### src/rtl/pipe_chain_pkg.sv
// Shared constants and helpers for the pipe_chain delay line.
// Occupancy width and parameter legality limits live here.
package pipe_chain_pkg;

  localparam int MIN_WIDTH = 1;
  localparam int MIN_DEPTH = 1;

  function automatic int occ_w(input int depth);
    return $clog2(depth + 1);
  endfunction

  function automatic bit cfg_ok(input int width, input int depth);
    return (width >= MIN_WIDTH) && (depth >= MIN_DEPTH);
  endfunction

endpackage

### src/rtl/pipe_chain_stage.sv
// One elastic register slot: valid bit plus data word.
// Data only moves when a real beat arrives; flush drops the valid bit.
module pipe_chain_stage
  import pipe_chain_pkg::*;
#(
  parameter int WIDTH = 4
) (
  input  logic             clk,
  input  logic             rst_n,
  input  logic             flush,
  input  logic             load,
  input  logic             up_vld,
  input  logic [WIDTH-1:0] up_dat,
  output logic             vld,
  output logic [WIDTH-1:0] dat
);

  always_ff @(posedge clk or negedge rst_n) begin
    if (!rst_n) begin
      vld <= 1'b0;
      dat <= '0;
    end else if (flush) begin
      vld <= 1'b0;
    end else if (load) begin
      vld <= up_vld;
      if (up_vld) begin
        dat <= up_dat;
      end
    end
  end

endmodule

### src/rtl/pipe_chain.sv
// Stallable, flushable register pipeline with collapsing bubbles.
// Optional occupancy port occ_o when PIPE_CHAIN_OCC_EN is defined.
module pipe_chain
  import pipe_chain_pkg::*;
#(
  parameter int WIDTH = 4,
  parameter int DEPTH = 3
) (
  input  logic             clk,
  input  logic             rst_n,
  input  logic             flush_i,
  input  logic             in_valid_i,
  input  logic [WIDTH-1:0] in_data_i,
  output logic             in_ready_o,
  output logic             out_valid_o,
  output logic [WIDTH-1:0] out_data_o,
  input  logic             out_ready_i
`ifdef PIPE_CHAIN_OCC_EN
  ,
  output logic [occ_w(DEPTH)-1:0] occ_o
`endif
);

  if (!cfg_ok(WIDTH, DEPTH)) begin : g_bad_cfg
    $error("pipe_chain: WIDTH and DEPTH must be >= 1");
  end

  logic [DEPTH-1:0] vld;
  logic [WIDTH-1:0] dat [DEPTH];
  logic [DEPTH:0]   rdy;

  // A stage can take a beat if it is empty or everything ahead can move.
  always_comb begin
    rdy        = '0;
    rdy[DEPTH] = out_ready_i;
    for (int k = DEPTH - 1; k >= 0; k--) begin
      rdy[k] = ~vld[k] | rdy[k+1];
    end
  end

  for (genvar k = 0; k < DEPTH; k++) begin : g_stage
    logic             up_vld;
    logic [WIDTH-1:0] up_dat;

    if (k == 0) begin : g_head
      assign up_vld = in_valid_i;
      assign up_dat = in_data_i;
    end else begin : g_body
      assign up_vld = vld[k-1];
      assign up_dat = dat[k-1];
    end

    pipe_chain_stage #(
      .WIDTH(WIDTH)
    ) u_stage (
      .clk    (clk),
      .rst_n  (rst_n),
      .flush  (flush_i),
      .load   (rdy[k]),
      .up_vld (up_vld),
      .up_dat (up_dat),
      .vld    (vld[k]),
      .dat    (dat[k])
    );
  end

  assign in_ready_o  = rdy[0] & ~flush_i;
  assign out_valid_o = vld[DEPTH-1] & ~flush_i;
  assign out_data_o  = dat[DEPTH-1];

`ifdef PIPE_CHAIN_OCC_EN
  localparam int OW = occ_w(DEPTH);

  always_comb begin
    occ_o = '0;
    for (int k = 0; k < DEPTH; k++) begin
      occ_o = occ_o + OW'(vld[k]);
    end
  end
`endif

endmodule

### config.mk
export PLATFORM = sky130hd
export DESIGN_NAME = pipe_chain
export DESIGN_NICKNAME = d
export VERILOG_FILES = /design/src/rtl/pipe_chain_pkg.sv /design/src/rtl/pipe_chain_stage.sv /design/src/rtl/pipe_chain.sv
export SDC_FILE = /design/constraint.sdc
export NUM_CORES = 1
export LEC_CHECK = 0
export ABC_AREA = 1
export CAP_MARGIN = 10
export CORE_UTILIZATION = 50
export DETAILED_ROUTE_END_ITERATION = 6
export PLACE_DENSITY = 0.8
export SYNTH_ARGS = -nofsm -noshare
export SYNTH_HDL_FRONTEND = slang
export SYNTH_HIERARCHICAL = 1
export SYNTH_SLANG_ARGS = --single-unit
### constraint.sdc
create_clock -name clk -period 3.1 [get_ports clk]
set_clock_uncertainty 0.1 [all_clocks]
set_input_delay 0.62 -clock clk [delete_from_list [all_inputs] [get_ports clk]]
set_output_delay 0.62 -clock clk [all_outputs]
set_load 0.1 [all_outputs]
==> impl_metrics.tcl, run 1 <==
set metrics [dict create \
    status "finished, final reports clean" \
    cts_sinks 15 \
    grt_pass1_wl_um 2020 \
    ys.flop_type "dfrtp_1" \
    worst_path_most_repeated_cell "inv_1" \
    drt_iter0_markers 19 \
    required_ns 2.38 \
    fin_crit_ns 2.37 \
    syn_nets 81 \
    totalPowerFinal_mw 0.519 \
    synth_common_cells "nand2_1 (29), dfrtp_1 (15), nand4_1 (12), inv_1 (7)" \
    antenna_found_initial 0 \
    synthArstFlopShare_pct 100 \
    diodes 0 \
    grt_pass1_vias 481 \
    grtUsageTotal_pct 20.9 \
    die_w_um 38.1 \
    crit_chain "clkdlybuf4s50_1, inv_1, nand4_2, nand2_1, inv_1, buf_12" \
    crit_fanout 7 \
    cts_tree "done" \
    muxShareOfSynthArea_pct 0 \
    drt_pass1_iterations 3 \
    slew-limit-headroom_pct 56.6 \
    synth-compound-area-share_pct 2.30 \
    root_buffer "clkbuf_4" \
    syn_to_final_growth_pct 29.9 \
    clk_pin_slew_worst_paths_ns 0.09 \
    finalHoldViolCount 0 \
    cts_hold_buffers 0 \
    finalCritPeriodShare_pct 76.3 \
    clk_path_buf_depth 2 \
    maxCapViolations 0 \
    synth_top_family_by_area "simple AND/OR/NAND/NOR gates" \
    coreArea_mm2 0.00116 \
    ys_warn_count 6 \
    synth_edf_count 0 \
    wl_um 1180 \
    drive_gt1_share_pct 15.6 \
    wl_per_cell_um 11.3 \
    fmax_mhz 423 \
    synth_fa_ha_area_share_pct 0 \
    power_density_mw_per_mm2 612 \
    worst_pin_slew_ns 0.649 \
    clock_latency_ns 0.28 \
    synth_seq_cells 15 \
    numCtsBuffers 3 \
    fin_util_pct 73.3 \
    io_buffer_count 14 \
    start_kind "primary input" \
    irDropWorstVdd_v 0.000273 \
    io_pins 15 \
    hold_ws_ns 0.379 \
    vias_per_cell 5.14 \
    start_util_pct 56.4 \
    die_area_mm2 0.00145 \
    endpoint_kind "output pin" \
    die_height_um 38.1 \
    dpl.hpwl_um 886 \
    synthTopCellsByArea "dfrtp_1 (58%), nand2_1 (17%), nand4_1 (12%), nand3_2 (4.6%), inv_1 (4.0%)" \
    synth_simple_gate_area_share_pct 36.1 \
    setup_viol 0 \
    synth_area_um2 652 \
    ys_types 9 \
    syn_avg_cell_area_um2 9.05 \
    synth_top_area_share_pct 57.6 \
    synth.largest_area_cell "dfrtp_1" \
    critPathKind "primary input to output pin" \
    yosysMostFrequentCell "nand2_1" \
    fin_setup_tns_ns 0 \
    ys_seq_area_share_pct 57.6 \
    htree_levels 1 \
    crit_path_max_incr_delay_ns 0.40 \
    synth-xor-area-share_pct 0 \
    crit_arrival_ns 1.65 \
    nets 100 \
    num_vias 535 \
    p_leak_nw 0.445 \
    rsz0062_at_grt "no" \
    std_cell_rows 12 \
    postCtsResizedCells 0 \
    grt_max_degree 16 \
    gp_congestion 0.714 \
    cp_slowest_cell "clkdlybuf4s50_1" \
    ant_nets 0 \
    cts_setup_buffers 0 \
    grt.overflow.total 0 \
    route.detailed.drc 0 \
    hold_path.class "flip-flop to flip-flop" \
    drv_slew 0 \
    netlist_instances 72 \
]
[critical path, delay by kind of cell]
kind                   cells  cell delay, ns
buffers and inverters      4            0.72
and+or+nand+nor            2            0.30
[stage by stage]
stage	std cells	instance area, um^2	setup slack, ns
global route	104	847	0.605
detailed placement	100	820	0.747
global placement	100	820	0.762
finish	104	847	0.734
CTS	104	847	0.730
floorplan	72	652	0.507
[flip-flops by register name (all words and copies together) (netlist names)]
signal,cells
g_stage.u_stage/dat,12
g_stage.u_stage/vld,3
[layer usage]
| layer | vias to the layer above | part of all wire, % | global-route usage, % |
|---|---|---|---|
| li1 | 280 | - | - |
| met1 | 241 | 45 | 21.9 |
| met2 | 12 | 50 | 37.7 |
| met3 | 2 | 3.6 | 3.49 |
| met4 | 0 | 0.93 | 13.4 |
| met5 | - | 0 | 0 |
[cell families after synthesis]
| kind of cell | Yosys count |
|---|---|
| buf+inv | 7 |
| flops | 15 |
| simple gates | 47 |
| compound gates | 3 |
[worst paths after layout]
check | to | cells past startpoint | slack (ns) | from
setup / recovery | in_ready_o | 6 | 0.73 | out_ready_i
hold / removal | g_stage[2].u_stage/dat[0] | 2 | 0.38 | g_stage[2].u_stage/dat[0]
setup reg to reg | g_stage[1].u_stage/vld | 3 | 1.80 | g_stage[1].u_stage/vld
hold reg to reg | g_stage[2].u_stage/dat[0] | 2 | 0.38 | g_stage[2].u_stage/dat[0]
max in group asynchronous | g_stage[1].u_stage/vld | 1 | 1.85 | rst_n
min in group asynchronous | g_stage[2].u_stage/dat[2] | 1 | 0.64 | rst_n
[area by class of cell]
class | count | area, um^2
Timing Repair Buffer | 14 | 150
Clock inverter | 1 | 5.00
Clock buffer | 3 | 22.5
Multi-Input combinational cell | 50 | 250
Fill cell | 87 | 309
Tap cell | 14 | 17.5
Sequential cell | 15 | 375
Inverter | 7 | 26.3
[power breakdown]
group          internal [mW]  switching (mW)  total [mW]
registers              0.225          0.0177       0.243
clock network         0.0478          0.0607       0.108
logic                 0.0412           0.127       0.168
[placed cells by master (no fill, tap or decap)]
cell type,synthesis,final
buf_12,0,2
buf_4,0,4
clkbuf_4,0,3
clkdlybuf4s50_1,0,8
clkinv_2,0,1
dfrtp_1,15,15
inv_1,7,7
nand2_1,29,29
nand3_1,1,1
nand3_2,3,3
nand4_1,12,12
nand4_2,1,1
nor2_1,1,1
o21ai_0,3,3
Power figures use the tool's default switching activity.
==> run 2, diff against run 1 <==
- CORE_UTILIZATION: 50 -> 46
- PLACE_DENSITY: 0.8 -> 0.74
- clock period: 3.1 -> 2.2 ns (I/O delays scaled with it)
==> impl_metrics.tcl, run 2 (synthesized netlist as in run 1, its figures left out) <==
set metrics [dict create \
    route.detailed.drc 0 \
    r2r_setup_slack_ns 0.89 \
    grt_max_degree 16 \
    numCtsBuffers 3 \
    worst_pin_slew_ns 0.662 \
    clk_pin_slew_worst_paths_ns 0.09 \
    slew-limit-headroom_pct 55.7 \
    root_buffer "clkbuf_4" \
    dpl.hpwl_um 878 \
    top_regs "g_stage.u_stage/dat (12), g_stage.u_stage/vld (3)" \
    r2r_end "g_stage[1].u_stage/vld" \
    start_util_pct 49.5 \
    status "finished, final reports clean" \
    diodes 0 \
    crit_fanout 3 \
    p_leak_nw 0.449 \
    nFillCells 128 \
    drv_slew 0 \
    endpoint_kind "output pin" \
    die_w_um 39.6 \
    setup_viol 0 \
    vias_per_cell 5.06 \
    final_common_cell "nand2_1" \
    crit_arrival_ns 1.39 \
    coreArea_mm2 0.00132 \
    postCtsResizedCells 0 \
    fin_util_pct 65.1 \
    clock_latency_ns 0.28 \
    most-common-layout-cells "nand2_1 (29), dfrtp_1 (15), nand4_1 (12)" \
    drt_iter0_markers 8 \
    drive_gt1_share_pct 17.6 \
    drt_pass1_iterations 4 \
    fin_setup_tns_ns 0 \
    cts_tree "done" \
    p_sw_mw 0.290 \
    io_pins 15 \
    clkPwrFrac_pct 21.3 \
    grt.overflow.total 0 \
    rsz0062_at_grt "no" \
    finalCritPeriodShare_pct 87.5 \
    num_vias 536 \
    die_height_um 39.6 \
    cts_hold_buffers 0 \
    irDropWorstVdd_v 0.000418 \
    gp_congestion 0.710 \
    fin_crit_ns 1.93 \
    grt_pass1_vias 496 \
    nets 101 \
    cts_setup_buffers 0 \
    clk_path_buf_depth 2 \
    wl_per_cell_um 11.5 \
    fmax_mhz 519 \
    grt_pass1_wl_um 2010 \
    finalHoldViolCount 0 \
    syn_to_final_growth_pct 31.7 \
    rr_startpoint "g_stage[1].u_stage/vld" \
    critPathKind "primary input to output pin" \
    p_int_mw 0.442 \
    worstRegToRegCells 3 \
    antenna_found_initial 0 \
    ant_nets 0 \
    start_kind "primary input" \
    std_cell_rows 13 \
    grtUsageTotal_pct 20.5 \
    sw_frac_of_total_pct 39.6 \
    power_density_mw_per_mm2 854 \
    die_area_mm2 0.00157 \
    htree_levels 1 \
    min_from "g_stage[2].u_stage/dat[3]" \
    maxCapViolations 0 \
    crit_start "out_ready_i" \
    cts_sinks 15 \
    p_comb_share_pct 32.1 \
    crit_end "in_ready_o" \
    hold_path.class "flip-flop to flip-flop" \
    largest_reg_flops 12 \
    regMostFlops "g_stage.u_stage/dat" \
    wl_um 1220 \
    io_buffer_count 14 \
    pwr-share-seq_pct 46.5 \
    required_ns 1.66 \
]
## run 2: cell types whose count changed in the layout (fill, tap and decap cells not counted)
| cell | before | now |
|---|---|---|
| buf_4 | 4 | 5 |
| nor2_1 | 1 | 0 |
| nor2_2 | 0 | 1 |
## run 2: per-stage QoR
stage / std cells / total power, mW / setup WS [ns] / area, um^2 / hold slack [ns]
CTS: 106 / 0.747 / 0.281 / 858 / 0.383
finish: 106 / 0.733 / 0.275 / 858 / 0.376
global placement: 102 / 0.581 / 0.313 / 831 / 0.355
global route: 106 / 0.774 / 0.208 / 858 / 0.395
detailed placement: 102 / 0.583 / 0.308 / 831 / 0.359
floorplan: 72 / 0.517 / 0.396 / 654 / 0.0444
## run 2: cell type report
| class | count | area, um^2 | share of cell area [%] |
|---|---|---|---|
| clock buffer | 3 | 22.5 | 2.62 |
| multi-input combinational | 50 | 253 | 29.4 |
| inverter | 7 | 26.3 | 3.06 |
| sequential | 15 | 375 | 43.7 |
| tap | 15 | 18.8 | 2.19 |
| clock inverter | 1 | 5.00 | 0.583 |
| timing repair buffer | 15 | 158 | 18.4 |
## run 2: worst min path at each step
| stage | endpoint | slack, ns | cells past startpoint |
|---|---|---|---|
| 2_1_floorplan | g_stage[0].u_stage/dat[0] | 0.04 | 0 |
| 4_1_cts | g_stage[2].u_stage/dat[1] | 0.38 | 2 |
| 3_5_place_dp | g_stage[0].u_stage/dat[0] | 0.36 | 2 |
| 5_1_grt | g_stage[2].u_stage/dat[2] | 0.40 | 2 |
| 3_3_place_gp | g_stage[2].u_stage/dat[3] | 0.35 | 2 |
| 6_report | g_stage[2].u_stage/dat[3] | 0.38 | 2 |
## run 2: worst max-delay path, cell delays in order
cell             delay (ns)
clkdlybuf4s50_1        0.45
inv_1                  0.07
nand4_2                0.09
nand2_1                0.06
inv_1                  0.09
buf_12                 0.18
## run 2: power by group through the flow
stage | logic (mW) | clock network (mW) | registers [mW]
after detailed placement | 0.237 | 0 | 0.347
final | 0.235 | 0.156 | 0.341
after global placement | 0.235 | 0 | 0.346
after CTS | 0.237 | 0.169 | 0.342
after floorplan | 0.0522 | 0 | 0.465
after global routing | 0.251 | 0.176 | 0.347
## run 2: per-layer routing
| metal | vias up | part of all wire, % | track usage (%) |
|---|---|---|---|
| met4 | 0 | 0.82 | 15.5 |
| met3 | 2 | 3.5 | 3.41 |
| met1 | 240 | 43 | 18.9 |
| met2 | 11 | 53 | 38.9 |
| li1 | 283 | - | - |
| met5 | - | 0 | 0 |
==> run 3, diff against run 2 <==
- SETUP_SLACK_MARGIN: unset -> 0.02
==> results of run 3 <==
Final layout, timing and power as in run 2 (identical DEF).
